[src/rtl/clk_enable_gen_if.sv]
// Config write channel for clk_enable_gen.
// One valid/ready handshake carrying a channel index and its new ratio/phase.
interface clk_enable_gen_if #(
    parameter int ACC_W = 16
);
    logic             cfg_valid;
    logic             cfg_ready;
    logic [3:0]       cfg_ch;
    logic [ACC_W-1:0] cfg_inc;
    logic [ACC_W-1:0] cfg_mod;
    logic [ACC_W-1:0] cfg_phase;

    modport master (
        output cfg_valid,
        output cfg_ch,
        output cfg_inc,
        output cfg_mod,
        output cfg_phase,
        input  cfg_ready
    );

    modport slave (
        input  cfg_valid,
        input  cfg_ch,
        input  cfg_inc,
        input  cfg_mod,
        input  cfg_phase,
        output cfg_ready
    );
endinterface

[src/rtl/clk_enable_gen.sv]
// Multi-channel fractional clock-enable generator (stb rate = inc/mod).
// Optional square-wave div_out per channel: define CLK_ENABLE_GEN_DIVOUT_EN.
module clk_enable_gen #(
    parameter int NUM_CH      = 4,
    parameter int ACC_W       = 16,
    parameter int DEFAULT_INC = 1,
    parameter int DEFAULT_MOD = 4,
    parameter int LOCK_CYCLES = 64
) (
    input  logic                clk,
    input  logic                reset_n,
    clk_enable_gen_if.slave     cfg,
    input  logic                restart,
    output logic [NUM_CH-1:0]   stb,
    output logic [NUM_CH-1:0]   ch_err,
    output logic                locked
`ifdef CLK_ENABLE_GEN_DIVOUT_EN
    ,
    output logic [NUM_CH-1:0]   div_out
`endif
);

    localparam int CNT_W = (LOCK_CYCLES > 1) ? $clog2(LOCK_CYCLES) : 1;
    localparam logic [CNT_W-1:0] CNT_LAST = CNT_W'(LOCK_CYCLES - 1);
    localparam logic [ACC_W-1:0] DEF_INC = ACC_W'(DEFAULT_INC);
    localparam logic [ACC_W-1:0] DEF_MOD = ACC_W'(DEFAULT_MOD);
    localparam bit DEF_BAD = (DEFAULT_MOD == 0) || (DEFAULT_INC == 0) ||
                             (DEFAULT_INC >= DEFAULT_MOD);

    typedef enum logic { SETTLE, LOCKED } lock_t;
    typedef enum logic { IDLE, APPLY } hs_t;

    lock_t            lock_q, lock_d;
    hs_t              hs_q, hs_d;
    logic [CNT_W-1:0] cnt_q, cnt_d;
    logic             accept;
    logic             wr_bad;

    assign cfg.cfg_ready = (hs_q == IDLE);
    assign accept        = cfg.cfg_valid && cfg.cfg_ready;
    assign locked        = (lock_q == LOCKED);

    // Validity of the incoming write, latched as ch_err on the accept edge
    assign wr_bad = (cfg.cfg_mod == '0) || (cfg.cfg_inc == '0) ||
                    (cfg.cfg_inc >= cfg.cfg_mod) ||
                    (cfg.cfg_phase >= cfg.cfg_mod);

    always_ff @(posedge clk or negedge reset_n) begin
        if (!reset_n) begin
            lock_q <= SETTLE;
            hs_q   <= IDLE;
            cnt_q  <= '0;
        end else begin
            lock_q <= lock_d;
            hs_q   <= hs_d;
            cnt_q  <= cnt_d;
        end
    end

    always_comb begin
        lock_d = lock_q;
        hs_d   = IDLE;
        cnt_d  = cnt_q;
        if (accept) begin
            lock_d = SETTLE;
            hs_d   = APPLY;
            cnt_d  = '0;
        end else if (lock_q == SETTLE) begin
            if (cnt_q == CNT_LAST) begin
                lock_d = LOCKED;
            end else begin
                cnt_d = cnt_q + 1'b1;
            end
        end
    end

    for (genvar i = 0; i < NUM_CH; i++) begin : g_ch
        logic [ACC_W-1:0] inc_q;
        logic [ACC_W-1:0] mod_q;
        logic [ACC_W-1:0] phase_q;
        logic [ACC_W-1:0] acc_q;
        logic [ACC_W:0]   sum;
        logic             stb_q;
        logic             err_q;
        logic             wr;
        logic             hit;

        // Indices >= NUM_CH never match, so such writes are discarded
        assign wr  = accept && (cfg.cfg_ch == 4'(i));
        assign sum = {1'b0, acc_q} + {1'b0, inc_q};
        assign hit = !err_q && (sum >= {1'b0, mod_q});

        always_ff @(posedge clk or negedge reset_n) begin
            if (!reset_n) begin
                inc_q   <= DEF_INC;
                mod_q   <= DEF_MOD;
                phase_q <= '0;
                acc_q   <= '0;
                stb_q   <= 1'b0;
                err_q   <= DEF_BAD;
            end else if (wr) begin
                inc_q   <= cfg.cfg_inc;
                mod_q   <= cfg.cfg_mod;
                phase_q <= cfg.cfg_phase;
                acc_q   <= cfg.cfg_phase;
                stb_q   <= 1'b0;
                err_q   <= wr_bad;
            end else if (restart) begin
                acc_q <= phase_q;
                stb_q <= 1'b0;
            end else if (hit) begin
                // sum - mod < inc, so the low ACC_W bits are exact
                acc_q <= sum[ACC_W-1:0] - mod_q;
                stb_q <= 1'b1;
            end else if (!err_q) begin
                acc_q <= sum[ACC_W-1:0];
                stb_q <= 1'b0;
            end else begin
                stb_q <= 1'b0;
            end
        end

        assign stb[i]    = stb_q;
        assign ch_err[i] = err_q;

`ifdef CLK_ENABLE_GEN_DIVOUT_EN
        logic div_q;

        always_ff @(posedge clk or negedge reset_n) begin
            if (!reset_n) begin
                div_q <= 1'b0;
            end else if (restart) begin
                div_q <= 1'b0;
            end else if (!wr && hit) begin
                div_q <= ~div_q;
            end
        end

        assign div_out[i] = div_q;
`endif
    end

endmodule
[src/flat_wrapper.sv]
// flat-port wrapper written by rule: the top's interface ports become plain ports
module clk_enable_gen_flat 
#(
    parameter int NUM_CH      = 4,
    parameter int ACC_W       = 16,
    parameter int DEFAULT_INC = 1,
    parameter int DEFAULT_MOD = 4,
    parameter int LOCK_CYCLES = 64
)
  (clk, reset_n, restart, stb, ch_err, locked, cfg_cfg_valid, cfg_cfg_ch, cfg_cfg_inc, cfg_cfg_mod, cfg_cfg_phase, cfg_cfg_ready);
  clk_enable_gen_if #(.ACC_W(ACC_W)) cfg_i ();
  input  logic clk;
  input  logic reset_n;
  input  logic restart;
  output logic [NUM_CH-1:0] stb;
  output logic [NUM_CH-1:0] ch_err;
  output logic locked;
  input wire logic [$bits(cfg_i.cfg_valid)-1:0] cfg_cfg_valid;
  input wire logic [$bits(cfg_i.cfg_ch)-1:0] cfg_cfg_ch;
  input wire logic [$bits(cfg_i.cfg_inc)-1:0] cfg_cfg_inc;
  input wire logic [$bits(cfg_i.cfg_mod)-1:0] cfg_cfg_mod;
  input wire logic [$bits(cfg_i.cfg_phase)-1:0] cfg_cfg_phase;
  output wire logic [$bits(cfg_i.cfg_ready)-1:0] cfg_cfg_ready;
  assign cfg_i.cfg_valid = cfg_cfg_valid;
  assign cfg_i.cfg_ch = cfg_cfg_ch;
  assign cfg_i.cfg_inc = cfg_cfg_inc;
  assign cfg_i.cfg_mod = cfg_cfg_mod;
  assign cfg_i.cfg_phase = cfg_cfg_phase;
  assign cfg_cfg_ready = cfg_i.cfg_ready;
  clk_enable_gen #(.NUM_CH(NUM_CH), .ACC_W(ACC_W), .DEFAULT_INC(DEFAULT_INC), .DEFAULT_MOD(DEFAULT_MOD), .LOCK_CYCLES(LOCK_CYCLES)) u_core (.clk(clk), .reset_n(reset_n), .cfg(cfg_i), .restart(restart), .stb(stb), .ch_err(ch_err), .locked(locked));
endmodule
[config.mk]
export PLATFORM = sky130hd
export DESIGN_NAME = clk_enable_gen_flat
export DESIGN_NICKNAME = d
export VERILOG_FILES = /design/src/rtl/clk_enable_gen_if.sv /design/src/rtl/clk_enable_gen.sv /design/src/flat_wrapper.sv
export SDC_FILE = /design/constraint.sdc
export NUM_CORES = 1
export LEC_CHECK = 0
export ABC_AREA = 1
export CORE_MARGIN = 2
export CORE_UTILIZATION = 40
export DETAILED_ROUTE_END_ITERATION = 8
export GPL_TIMING_DRIVEN = 0
export SLEW_MARGIN = 20
export SYNTH_ARGS = -nofsm -noshare
export SYNTH_HDL_FRONTEND = slang
export SYNTH_SLANG_ARGS = --single-unit
[constraint.sdc]
create_clock -name clk -period 9.6 [get_ports clk]
set_clock_uncertainty 0.05 [all_clocks]
set_input_delay 1.92 -clock clk [delete_from_list [all_inputs] [get_ports clk]]
set_output_delay 1.92 -clock clk [all_outputs]
set_load 0.05 [all_outputs]
## Word level (Yosys, flattened, before mapping)

Cells that the tools add are included.

| storage, ports and cells | value |
|---|---|
| output and inout bits | 10 |
| word-level logic and storage cells | 108 |
| register bits | 272 |
| bits of input ports | 56 |

| cells by class | value |
|---|---|
| bitwise logic cells | 1 |
| muxes and demuxes | 35 |
| add/subtract/negate cells | 9 |
| equality and inequality tests | 10 |
| reduce and logical (&&, ||, !) cells | 20 |
| $lt $le $gt $ge | 6 |

Operators by type and width:

| operator | number |
|---|---|
| two-way mux 16 bit | 16 |
| adder 16 x 16 -> 17 bit | 4 |
| >= comparator 17 x 16 -> 1 bit | 4 |
| subtractor 16 bit | 4 |
| >= comparator 16 bit | 2 |
| zero test 16 bit | 2 |
| two-way mux 6 bit | 3 |
| two-way mux 1 bit | 16 |
| != test 4 bit, second input constant | 4 |
| logical AND 1 bit | 9 |
| == test 4 x 2 -> 1 bit, second input constant | 2 |
| adder 6 x 1 -> 6 bit, second input constant | 1 |
| == test 6 bit, second input constant | 1 |
| == test 4 x 1 -> 1 bit, second input constant | 1 |
| zero test 1 bit | 4 |
| zero test 4 bit | 1 |
| logical OR 1 bit | 3 |
| != test 2 x 1 -> 1 bit, second input constant | 1 |
| != test 2 bit, second input constant | 1 |
| AND reduction 2 bit | 1 |
| NOT 1 bit | 1 |

## Depth between registers and ports, before layout

| logic depth | value |
|---|---|
| depth in word-level cells | 6 |
| depth in mapped cells | 25 |
| gate-level depth less buffers | 24 |

## Worst setup path after synthesis

Ideal clock, no wire load.

| path | value |
|---|---|
| kind | input -> register |
| start point | input cfg_cfg_ch[3] |
| end point | register u_core.g_ch[0].acc_q[11] |
| path buffers | 1 |
| stages on the path | 9 |
| setup time | 0.120 ns |
| slack | 6.344 ns |
| data required time | 9.430 ns |
| data arrival time | 3.086 ns |
| cells stage by stage | nor2_1 inv_1 nor4_4 inv_2 nand3_1 buf_2 nand2_1 inv_1 a21oi_1 |

| between the ends | value |
|---|---|
| cells in the longest elaborated chain, start to end | 3 |
| elaborated cells on any way between the ends | 4 |
| those cells by class | eq/ne (1); mux (1); reduce/logical (2) |

RTL lines:

| element | line | source |
|---|---|---|
| from (decl) | flat_wrapper.sv:19 | `input wire logic [$bits(cfg_i.cfg_ch)-1:0] cfg_cfg_ch;` |
| zero test 4 bit (*) | clk_enable_gen.sv:89 | `assign wr = accept && (cfg.cfg_ch == 4'(i));` |
| logical AND 1 bit (*) | clk_enable_gen.sv:89 |  |
| != test 4 bit (no line) or two-way mux 16 bit (tied branches) | n/a |  |
| to (signal assigned) | clk_enable_gen.sv:105 | `acc_q <= cfg.cfg_phase;` |
| to (signal assigned) | clk_enable_gen.sv:109 | `acc_q <= phase_q;` |
| to (signal assigned) | clk_enable_gen.sv:113 | `acc_q <= sum[ACC_W-1:0] - mod_q;` |
| to (decl) | clk_enable_gen.sv:81 | `logic [ACC_W-1:0] acc_q;` |

Mark *: on every way between the ends. The rest lies on a longest branch, timed or not.
A chain may end at the register's enable or synchronous reset.

## Worst setup path after layout

| path | value |
|---|---|
| start point | input restart |
| end point | register u_core.g_ch[1].acc_q[12] |

| between the ends | value |
|---|---|
| cells in the longest elaborated chain, start to end | 2 |
| elaborated cells on any way between the ends | 3 |
| those cells by class | eq/ne (1); mux (2) |

RTL lines:

| element | line | source |
|---|---|---|
| from (decl) | flat_wrapper.sv:14 | `input logic restart;` |
| two-way mux 16 bit | clk_enable_gen.sv:108 | `end else if (restart) begin` |
| two-way mux 16 bit | clk_enable_gen.sv:101 | `end else if (wr) begin` |
| to (signal assigned) | clk_enable_gen.sv:105 |  |
| to (signal assigned) | clk_enable_gen.sv:109 |  |
| to (signal assigned) | clk_enable_gen.sv:113 |  |
| to (decl) | clk_enable_gen.sv:81 |  |

Parallel ways exist; a longest one is shown, timed or not.

==> results.yml <==
run_status:
  outcome: "complete, no violations"
clock_tree:
  cts_hold_buf: 0
  numCtsBuffers: 30
  cts_root_buf: "clkbuf_16"
  cts.sinks: 272
  cts_tree: "done"
  h-tree-depth: 1
  clkTransAtPathRegs_ns: 0.06
  max-clock-path-buffers: 3
  ctsResizeCount: 0
  clk_latency_ns: 0.58
  cts_setup_buffers: 0
yosys:
  synth_cell_types: 40
  synth_warnings: 0
  synth_fp_nets: 3161
  seq_area_frac_synth: 0.338
  syn_avg_cell_area_sq_um: 6.86
  synth_cells: 2936
  syn_area_sq_um: 20100
  ys_ff_latch: 272
critical_path:
  reg2reg_setup_slack_ns: 5.68
  crit_end: "u_core.g_ch[1].acc_q[12]"
  path_max_fanout: 10
  required_ns: 10.00
  startpoint: "restart"
  worstPathArrival_ns: 4.50
  reg2reg_depth: 23
  path_class: "in2reg"
  reg2reg_to: "u_core.g_ch[0].acc_q[12]"
  cp-end-kind: "register"
  rr_startpoint: "u_core.g_ch[0].acc_q[0]"
  cp-start-kind: "input pin"
final_layout:
  diodes: 0
  syn_to_final_growth_pct: 12.4
  drive_above_1_share: 0.0471
  fillers: 5185
  finalNetCount: 3260
sta:
  layout_min_cycle_time_ns: 4.10
  hold_viol: 0
  relSlewSlack: 0.283
  grt_setup_unrepaired: "no"
  finalWorstSetupSlack_ns: 5.50
  period_share: 0.427
  slew_violations: 0
  clock.fmax_mhz: 244
  whs_ns: 0.435
  tightestPinTransition_ns: 1.08
  setup_viol: 0
floorplanning:
  initial_utilization: 0.403
  dieHeight_um: 228
  core_sq_um: 50000
  die_x_um: 228
  io_pins: 66
  rows: 82
  die-area_sq_um: 52200
global_routing:
  grt_max_degree: 88
  grt_use_total: 0.252
  gr-total-overflow: 0
  antenna_found_initial: 0
  grt_pass1_vias: 18400
  grt_pass1_wl_um: 103000
worst_hold_path:
  hp-class: "reg2reg"
routing:
  dr.pass1.iters: 6
  post_drt_wl_per_cell_um: 17.8
  ant_nets: 0
  drc: 0
  via_per_inst: 5.13
  wl_um: 66500
  detail_route.iter0.violations: 1408
  vias: 19100
placed_design:
  preCtsSetupSlack_ns: 4.92
  gp_congestion: 0.930
  port_buffers: 64
  dp_hpwl_um: 53500
power:
  powerDensity_nw_per_um2: 409
  ir_worst_vdd_mv: 0.269
  leakagePower_nw: 12.1
  fin_total_pwr_w: 0.00927
job:
  drv_cap: 0
-- power breakdown --
group / switching (W) / internal, W
combinational: 0.00416 / 0.00227
clock: 0.000479 / 0.000632
sequential: 0.000228 / 0.00151
-- cells by family after synthesis --
group           after synthesis  share of synthesized area
fa+ha+maj                   169                      0.108
compound gates              483                      0.128
flops                       272                      0.338
buf+inv                     554                      0.109
simple gates               1394                      0.289
xor+xnor                     64                     0.0278
-- flip-flops by register name, summed over array words and instances (netlist names) --
register / count
u_core.g_ch.mod_q: 64
u_core.g_ch.phase_q: 64
u_core.g_ch.acc_q: 64
u_core.cnt_q: 6
u_core.g_ch.err_q: 4
u_core.hs_q: 1
u_core.locked: 1
u_core.g_ch.stb_q: 4
u_core.g_ch.inc_q: 64
-- Yosys cell counts (all sizes together) --
cell / count / area [sq um]
a211oi: 1 / 7.51
a21boi: 1 / 7.51
a21o: 5 / 37.5
a21oi: 243 / 1320
and2: 6 / 37.5
and3: 1 / 6.26
buf: 40 / 263
clkbuf: 53 / 199
clkinv: 18 / 67.6
dfrtp: 264 / 6610
dfstp: 8 / 210
fa: 8 / 160
ha: 161 / 2010
inv: 443 / 1660
nand2: 936 / 3570
nand3: 244 / 1250
nand3b: 6 / 45.0
nand4: 20 / 125
nor2: 138 / 518
nor3: 29 / 145
nor4: 12 / 105
o211ai: 3 / 27.5
o21a: 2 / 15.0
o21ai: 218 / 1090
o21bai: 9 / 67.6
o221ai: 1 / 8.76
or2: 2 / 12.5
xnor2: 7 / 61.3
xor2: 57 / 499
-- routing by layer --
layer / vias up / share of wire / track usage
met3: 92 / 0.061 / 0.0332
met1: 8949 / 0.46 / 0.347
met4: 0 / 0.032 / 0.0803
li1: 9566 / - / -
met5: - / 0 / 0
met2: 539 / 0.45 / 0.412
-- critical path, cell delays in order --
cell,delay (ns)
clkbuf_1,0.15
inv_1,0.30
clkbuf_1,0.84
buf_1,0.73
nand3_1,0.32
nand2_1,0.13
a21oi_1,0.07
-- how the worst min path moves through the flow --
stage,depth (start not counted),endpoint,from,slack (ns)
finish,2,u_core.g_ch[3].mod_q[9],u_core.g_ch[3].mod_q[9],0.44
global route,2,u_core.g_ch[3].mod_q[9],u_core.g_ch[3].mod_q[9],0.45
CTS,2,u_core.g_ch[3].mod_q[1],u_core.g_ch[3].mod_q[1],0.44
detailed placement,2,u_core.g_ch[3].mod_q[14],u_core.g_ch[3].mod_q[14],0.42
global placement,2,u_core.g_ch[1].inc_q[7],u_core.g_ch[1].inc_q[7],0.42
floorplan,2,u_core.g_ch[1].mod_q[10],u_core.g_ch[1].mod_q[10],0.40
-- layout by cell type (no fill, tap or decap), drive strengths merged, types with 12 or more instances in the layout --
master	instances
xor2	57
clkdlybuf4s50	63
a21oi	243
buf	44
nor4	12
inv	443
clkbuf	103
nand4	20
nand3	244
nor2	138
ha	161
clkinv	24
dfrtp	264
o21ai	218
nor3	29
nand2	936
-- per-stage QoR --
step           instances  utilization  setup TNS (ns)  cell area, sq um
2_1_floorplan       2936            -               0             20100
3_3_place_gp        3672        0.433        -1443.59             21600
3_5_place_dp        3675        0.435               0             21700
4_1_cts             3731        0.453               0             22600
5_1_grt             3731        0.453               0             22600
6_report            3731        0.453               0             22600
-- final cells by class --
type / instances / area (sq um) / area share
plain buffers: 93 / 462 / 0.0204
clock buffers: 50 / 897 / 0.0396
clock inverters: 6 / 33.8 / 0.00149
inverters: 461 / 1730 / 0.0764
multi-input cells: 2110 / 11100 / 0.492
flip-flops and latches: 272 / 6820 / 0.301
well taps: 672 / 841 / 0.0371
repair buffers: 67 / 728 / 0.0322
(Power assumes the default switching activity.)
